**config.mk**
```make
export PLATFORM = sky130hd
export DESIGN_NAME = bvh_table_loader
export DESIGN_NICKNAME = d
export VERILOG_FILES = /design/src/rtl/bvh_table_loader_pkg.sv /design/src/rtl/_BVHRecordAssembler.sv /design/src/rtl/bvh_table_loader.sv
export SDC_FILE = /design/constraint.sdc
export NUM_CORES = 1
export LEC_CHECK = 0
export CAP_MARGIN = 10
export CORE_ASPECT_RATIO = 0.8
export CORE_MARGIN = 8
export CORE_UTILIZATION = 54
export DETAILED_ROUTE_END_ITERATION = 6
export PLACE_DENSITY = 0.8
export SLEW_MARGIN = 20
export SYNTH_ARGS = -nofsm -noshare
export SYNTH_HDL_FRONTEND = slang
export SYNTH_SLANG_ARGS = --single-unit
```
**constraint.sdc**
```tcl
create_clock -name clk -period 4.21 [get_ports clk]
set_input_delay 1.0525 -clock clk [delete_from_list [all_inputs] [get_ports clk]]
set_output_delay 1.0525 -clock clk [all_outputs]
set_load 0.01 [all_outputs]
```
**src/rtl/bvh_table_loader_pkg.sv**
```systemverilog
// Shared definitions for the BVH table loader.
// Holds record geometry (raw record widths, byte counts, index width) and the
// loader state encoding used by the top-level FSM.
package bvh_table_loader_pkg;

    localparam int BVH_NODE_RAW_DATA_WIDTH = 224;
    localparam int BVH_LEAF_RAW_DATA_WIDTH = 232;
    localparam int BVH_NODE_INDEX_WIDTH    = 16;

    localparam logic [4:0] NODE_RECORD_BYTES = 5'd28;
    localparam logic [4:0] LEAF_RECORD_BYTES = 5'd29;
    localparam logic [4:0] HEADER_BYTES      = 5'd4;

    typedef enum logic [2:0] {
        IDLE,
        HEADER,
        NODES,
        LEAVES,
        DONE,
        ERROR
    } BVHLoaderState;

endpackage

```
**src/rtl/_BVHRecordAssembler.sv**
```systemverilog
// Byte-to-record assembler for the BVH table loader.
// Shifts accepted bytes in big-endian order and counts them; rec_done flags
// the cycle in which the final byte of a record (rec_len bytes) is accepted,
// with rec_data presenting the complete record in that same cycle.
// Ports:
//   clk, reset      clock, synchronous active-high reset
//   clear           drop any partial record (start of a new load)
//   byte_valid      byte_in is accepted this cycle
//   byte_in         stream byte
//   rec_len         bytes per record for the current phase
//   byte_cnt        bytes already held for the current record
//   last_byte       most recently accepted byte of the current record
//   rec_data        held bytes with byte_in appended as the least significant byte
//   rec_done        byte_in completes the record this cycle
module _BVHRecordAssembler
    import bvh_table_loader_pkg::*;
(
    input  logic                               clk,
    input  logic                               reset,
    input  logic                               clear,
    input  logic                               byte_valid,
    input  logic [7:0]                         byte_in,
    input  logic [4:0]                         rec_len,
    output logic [4:0]                         byte_cnt,
    output logic [7:0]                         last_byte,
    output logic [BVH_LEAF_RAW_DATA_WIDTH-1:0] rec_data,
    output logic                               rec_done
);

    logic [BVH_LEAF_RAW_DATA_WIDTH-9:0] shift_q, shift_d;
    logic [4:0]                         cnt_q, cnt_d;

    assign rec_data  = {shift_q, byte_in};
    assign rec_done  = byte_valid && (cnt_q == rec_len - 5'd1);
    assign byte_cnt  = cnt_q;
    assign last_byte = shift_q[7:0];

    always_comb begin
        shift_d = shift_q;
        cnt_d   = cnt_q;
        if (clear) begin
            shift_d = '0;
            cnt_d   = '0;
        end else if (rec_done) begin
            // Start the next record from zero so short (node) records leave
            // the unused top byte clear.
            shift_d = '0;
            cnt_d   = '0;
        end else if (byte_valid) begin
            shift_d = rec_data[BVH_LEAF_RAW_DATA_WIDTH-9:0];
            cnt_d   = cnt_q + 5'd1;
        end
    end

    always_ff @(posedge clk) begin
        if (reset) begin
            shift_q <= '0;
            cnt_q   <= '0;
        end else begin
            shift_q <= shift_d;
            cnt_q   <= cnt_d;
        end
    end

endmodule

```
**src/rtl/bvh_table_loader.sv**
```systemverilog
// BVH table loader: parses a byte stream (4-byte header, then node records,
// then leaf records) and issues one table write per completed record.
// Ports:
//   clk, reset                 clock, synchronous active-high reset
//   start                      begin a load (honoured in IDLE, DONE, ERROR)
//   in_valid/in_byte/in_ready  byte stream handshake
//   wr_valid/wr_ready          table write handshake
//   wr_is_leaf/wr_addr/wr_data write target table, index and record
//   init_done                  load complete
//   error                      header counts exceed table depths
//   node_count/leaf_count      counts latched from the header
module bvh_table_loader
    import bvh_table_loader_pkg::*;
#(
    parameter int NODE_DEPTH = 1024,
    parameter int LEAF_DEPTH = 1024
) (
    input  logic         clk,
    input  logic         reset,
    input  logic         start,
    input  logic         in_valid,
    input  logic [7:0]   in_byte,
    output logic         in_ready,
    output logic         wr_valid,
    input  logic         wr_ready,
    output logic         wr_is_leaf,
    output logic [15:0]  wr_addr,
    output logic [231:0] wr_data,
    output logic         init_done,
    output logic         error,
    output logic [15:0]  node_count,
    output logic [15:0]  leaf_count
);

    localparam logic [16:0] NODE_LIMIT = 17'(NODE_DEPTH);
    localparam logic [16:0] LEAF_LIMIT = 17'(LEAF_DEPTH);

    BVHLoaderState                        state_q, state_d;
    logic                                 wr_valid_q, wr_valid_d;
    logic                                 wr_is_leaf_q, wr_is_leaf_d;
    logic [BVH_NODE_INDEX_WIDTH-1:0]      wr_addr_q, wr_addr_d;
    logic [BVH_LEAF_RAW_DATA_WIDTH-1:0]   wr_data_q, wr_data_d;
    logic [15:0]                          node_count_q, node_count_d;
    logic [15:0]                          leaf_count_q, leaf_count_d;

    logic                                 in_stream, take, asm_valid, asm_clear;
    logic                                 rec_done, last_write;
    logic [4:0]                           rec_len, byte_cnt;
    logic [7:0]                           last_byte;
    logic [15:0]                          hdr_leaf_count;
    logic [BVH_LEAF_RAW_DATA_WIDTH-1:0]   rec_data;

    // Stream phases stall while a write is pending so no byte is lost;
    // ERROR keeps draining the stream without assembling anything.
    assign in_stream = (state_q == HEADER) || (state_q == NODES) || (state_q == LEAVES);
    assign in_ready  = (in_stream && !wr_valid_q) || (state_q == ERROR);
    assign take      = in_valid && in_ready;
    assign asm_valid = take && in_stream;

    assign hdr_leaf_count = {last_byte, in_byte};
    assign last_write = (state_q == NODES) ? (wr_addr_q == node_count_q - 16'd1)
                                           : (wr_addr_q == leaf_count_q - 16'd1);

    always_comb begin
        case (state_q)
            HEADER:  rec_len = HEADER_BYTES;
            NODES:   rec_len = NODE_RECORD_BYTES;
            default: rec_len = LEAF_RECORD_BYTES;
        endcase
    end

    _BVHRecordAssembler u_asm (
        .clk        (clk),
        .reset      (reset),
        .clear      (asm_clear),
        .byte_valid (asm_valid),
        .byte_in    (in_byte),
        .rec_len    (rec_len),
        .byte_cnt   (byte_cnt),
        .last_byte  (last_byte),
        .rec_data   (rec_data),
        .rec_done   (rec_done)
    );

    always_comb begin
        state_d      = state_q;
        wr_valid_d   = wr_valid_q;
        wr_is_leaf_d = wr_is_leaf_q;
        wr_addr_d    = wr_addr_q;
        wr_data_d    = wr_data_q;
        node_count_d = node_count_q;
        leaf_count_d = leaf_count_q;
        asm_clear    = 1'b0;

        case (state_q)
            IDLE, DONE, ERROR: begin
                if (start) begin
                    state_d   = HEADER;
                    wr_addr_d = '0;
                    asm_clear = 1'b1;
                end
            end
            HEADER: begin
                if (take && byte_cnt == 5'd1) begin
                    node_count_d = {last_byte, in_byte};
                end
                if (rec_done) begin
                    // node_count was latched two bytes earlier; leaf count is
                    // taken straight from the stream so the decision needs no
                    // extra cycle.
                    leaf_count_d = hdr_leaf_count;
                    if ({1'b0, node_count_q} > NODE_LIMIT || {1'b0, hdr_leaf_count} > LEAF_LIMIT)
                        state_d = ERROR;
                    else if (node_count_q != 16'd0)
                        state_d = NODES;
                    else if (hdr_leaf_count != 16'd0)
                        state_d = LEAVES;
                    else
                        state_d = DONE;
                end
            end
            NODES, LEAVES: begin
                if (wr_valid_q) begin
                    if (wr_ready) begin
                        wr_valid_d = 1'b0;
                        if (!last_write) begin
                            wr_addr_d = wr_addr_q + 16'd1;
                        end else if (state_q == NODES && leaf_count_q != 16'd0) begin
                            state_d   = LEAVES;
                            wr_addr_d = '0;
                        end else begin
                            state_d = DONE;
                        end
                    end
                end else if (rec_done) begin
                    wr_valid_d   = 1'b1;
                    wr_is_leaf_d = (state_q == LEAVES);
                    wr_data_d    = (state_q == LEAVES) ? rec_data
                                 : {8'h00, rec_data[BVH_NODE_RAW_DATA_WIDTH-1:0]};
                end
            end
            default: state_d = IDLE;
        endcase
    end

    always_ff @(posedge clk) begin
        if (reset) begin
            state_q      <= IDLE;
            wr_valid_q   <= 1'b0;
            wr_is_leaf_q <= 1'b0;
            wr_addr_q    <= '0;
            wr_data_q    <= '0;
            node_count_q <= '0;
            leaf_count_q <= '0;
        end else begin
            state_q      <= state_d;
            wr_valid_q   <= wr_valid_d;
            wr_is_leaf_q <= wr_is_leaf_d;
            wr_addr_q    <= wr_addr_d;
            wr_data_q    <= wr_data_d;
            node_count_q <= node_count_d;
            leaf_count_q <= leaf_count_d;
        end
    end

    assign wr_valid   = wr_valid_q;
    assign wr_is_leaf = wr_is_leaf_q;
    assign wr_addr    = wr_addr_q;
    assign wr_data    = wr_data_q;
    assign node_count = node_count_q;
    assign leaf_count = leaf_count_q;
    assign init_done  = (state_q == DONE);
    assign error      = (state_q == ERROR);

endmodule

```
==> results of run 1 <==
==> per-layer routing <==
| layer | share of wire | GRT usage | vias to the layer above |
|---|---|---|---|
| li1 | - | - | 8361 |
| met1 | 0.43 | 0.347 | 8285 |
| met2 | 0.46 | 0.395 | 659 |
| met3 | 0.080 | 0.0462 | 122 |
| met4 | 0.036 | 0.0934 | 0 |
| met5 | 0 | 0 | - |
==> power groups by stage <==
stage / Sequential, mW / Clock (mW) / Combinational (mW)
2_1_floorplan: 5.04 / 0 / 0.881
3_3_place_gp: 5.06 / 0 / 1.17
5_1_grt: 4.96 / 4.45 / 1.30
4_1_cts: 4.95 / 4.24 / 1.19
3_5_place_dp: 5.06 / 0 / 1.18
6_report: 4.95 / 4.16 / 1.21
==> layout by cell type (no fill, tap or decap), types with 5 or more instances in the layout <==
cell and n:
nor2_1 56, a211oi_1 7, a21oi_1 476, buf_12 10
or4_1 7, mux2i_1 52, nand2_1 932, xnor2_1 19
o21ai_0 15, a31oi_1 6, clkbuf_1 11, and3_1 7
clkbuf_16 48, o31ai_1 6, dfxtp_1 514, nor3_1 18
xor2_1 12, nor4_1 14, clkinv_2 10, clkbuf_8 7
clkdlybuf4s50_1 296, buf_4 16, nand3_1 22, inv_1 5
==> metrics by stage <==
stage	worst slack, ns	total power [mW]
4_1_cts	0.346	10.4
5_1_grt	0.0989	10.7
2_1_floorplan	0.627	5.92
3_5_place_dp	0.396	6.24
3_3_place_gp	0.440	6.23
6_report	0.316	10.3
==> flip-flops by register name, indices dropped and copies added (netlist names) <==
signal,cells
u_asm.shift_q,224
u_asm.byte_cnt,5
wr_is_leaf,1
wr_valid,1
wr_data,232
wr_addr,16
leaf_count,16
node_count,16
state_q,3
==> synthesized netlist by cell type, types with 5 or more instances <==
cell and number:
a211oi_1 7, o31ai_1 6, nor4_1 14, dfxtp_1 514, a21oi_1 476, nand3_1 23, nand2_1 932, or4_1 7
xor2_1 12, clkbuf_1 159, mux2i_1 52, a31oi_1 6, o21ai_0 15, nor3_1 18, or3_1 5, nor2_1 56
inv_1 5, and3_1 8, xnor2_1 19
==> cells by family (layout without fill, tap and decap cells) <==
| group | after synthesis | after routing |
|---|---|---|
| AND/OR/NAND/NOR | 1101 | 1101 |
| buffers and inverters | 179 | 411 |
| adder cells (fa/ha/maj) | 4 | 4 |
| XOR/XNOR | 31 | 31 |
| AO/OA/AOI/OAI | 534 | 534 |
| flip-flops | 514 | 514 |
| multiplexers | 54 | 54 |
| other | 0 | 1 |
==> worst register-to-register path, stage by stage (launching register included) <==
cell and delay (ns):
dfxtp_1 0.42, nor3b_2 0.37, mux2i_1 0.32, ha_1 0.32, inv_1 0.13, or3_1 0.36
o32ai_1 0.17, a211oi_1 0.12, a21oi_1 0.28, nor4_1 0.12, a21o_2 0.38, or4_2 0.68
a21oi_1 0.16
==> cell type report <==
| class | count | area [µm²] |
|---|---|---|
| flip-flops and latches | 514 | 10300 |
| diodes | 1 | 2.50 |
| clock inverters | 17 | 173 |
| clock buffers | 65 | 1330 |
| multi-input cells | 1724 | 8150 |
| fillers | 2766 | 11000 |
| inverters | 5 | 18.8 |
| well taps | 472 | 591 |
| repair buffers | 324 | 3320 |
==> final timing paths <==
| check | start | to | depth (start not counted) |
|---|---|---|---|
| setup / recovery | state_q[2]$_SDFFE_PP0P_ | wr_addr[14]$_SDFFE_PP0P_ | 12 |
| hold / removal | wr_data[175]$_SDFFE_PP0P_ | wr_data[175]$_SDFFE_PP0P_ | 2 |
| setup reg to reg | state_q[2]$_SDFFE_PP0P_ | wr_addr[14]$_SDFFE_PP0P_ | 12 |
| hold reg to reg | wr_data[175]$_SDFFE_PP0P_ | wr_data[175]$_SDFFE_PP0P_ | 2 |
==> qor.yml, run 1 <==
die:
  die-area_um2: 41800
  placementRows: 61
  die_w_um: 227
  io_pins: 298
  start_util: 0.549
  core_um2: 34900
  die_h_um: 184
power:
  p_seq_frac: 0.480
  power_density_nw_per_um2: 432
  p_clk_frac: 0.403
  p_comb_frac: 0.117
  intPower_mw: 7.51
  p_sw_mw: 2.81
  swShare: 0.272
  p_leak_nw: 7.75
  vdd_drop_max_uv: 324
drt:
  remaining_drc_errors: 0
  vias: 17400
  first_pass_iters: 5
  routedWlPerCell_um: 17.7
  viasPerCell: 5.58
  drt_iter0_drc: 1772
  routed_wl_um: 55200
  antenna_left: 0
setup_path:
  cp.required_ns: 4.71
  cp_top_family: "simple AND/OR/NAND/NOR gates"
  worst_setup_path_start_kind: "register"
  critPathSlowestCell: "or4_2"
  cp_num_buf_inv: 1
  cp-end-kind: "register"
  reg2reg_setup_slack_ns: 0.32
  arrival_ns: 4.39
  worstPathMaxFanout: 21
  cpMostUsedCell: "a21oi_1"
  cp_cell_sequence: "nor3b_2 -> mux2i_1 -> ha_1 -> inv_1 -> or3_1 -> o32ai_1 -> a211oi_1 -> a21oi_1 -> nor4_1 -> a21o_2 -> or4_2 -> a21oi_1"
  critical-path-max-stage-delay_ns: 0.68
  worstSetupPathType: "register to register"
global_routing:
  overflow: 0
  grt_pass1_vias: 16100
  grt_util_all_layers: 0.253
  antenna_found_initial: 1
  grt_pass1_wl_um: 87100
  grt_max_degree: 234
run_status:
  outcome: "finished, final reports clean"
timing:
  period_needed_ns: 3.89
  worst_pin_slew_ns: 1.19
  tns_ns: 0
  setup_viol: 0
  hold_viol: 0
  fmax_mhz: 257
  holdWs_ns: 0.452
  slew_headroom: 0.204
  slew_viol_final: 0
  rsz0062_at_grt: "no"
  finalClockSkew_ns: 0.0177
  finalCritPeriodShare: 0.925
clock_tree:
  cts_setup_buffers: 0
  cts_tree: "done"
  root_buffer: "clkbuf_16"
  cts_buffer_depth: 3
  holdBufCountCts: 0
  worst_skew_pair.late_latency_ns: 0.57
  cts_sinks: 514
  cts_buffers: 48
  htree_levels: 2
  clkTransAtPathRegs_ns: 0.06
  postCtsResizedCells: 0
layout:
  utilization: 0.685
  nets: 2634
  final_area_um2: 23900
  layout.cells.non_filler: 3122
  syn_to_final_growth_pct: 24.6
  drive_above_1_share: 0.0476
synthesis:
  synth_nets: 2434
  ys_seq_elements: 514
  yosysSeqAreaShare: 0.537
  synthTopCellsByArea: "dfxtp_1 (54%), nand2_1 (18%), a21oi_1 (12%), clkbuf_1 (3.1%), mux2i_1 (2.7%)"
  synthAdderAreaFrac: 0.00261
  yosysTopAreaCell: "dfxtp_1"
  muxShareOfSynthArea: 0.0283
  ys_types: 63
  synth_compound_area_frac: 0.146
  synth-xor-area-share: 0.0142
  postSynthCellCount: 2417
  synthesis.area_um2: 19200
  synth_edf_count: 0
  synth.avg_cell_area_um2: 7.93
  async_flop_share: 0
  yosys.area_share.simple: 0.232
  yosysTopAreaCellShare: 0.537
  synth-main-ff-cell: "dfxtp_1"
  synth_top_family_by_area: "simple AND/OR/NAND/NOR gates"
  yosysWarnings: 0
placement:
  gp_congestion: 0.910
  placed_cells: 3038
  dp.final_hpwl_um: 35900
  post_dp_cell_area_um2: 22300
  port_buffers: 297
run:
  cap_violations: 0
hold_path:
  hp-class: "register to register"
(Power assumes the default switching activity.)
==> inputs of run 2 (changes only) <==
- CAP_MARGIN: 10 -> 20
==> results of run 2 <==
The final DEF is identical to that of run 1; final timing and power are the same.
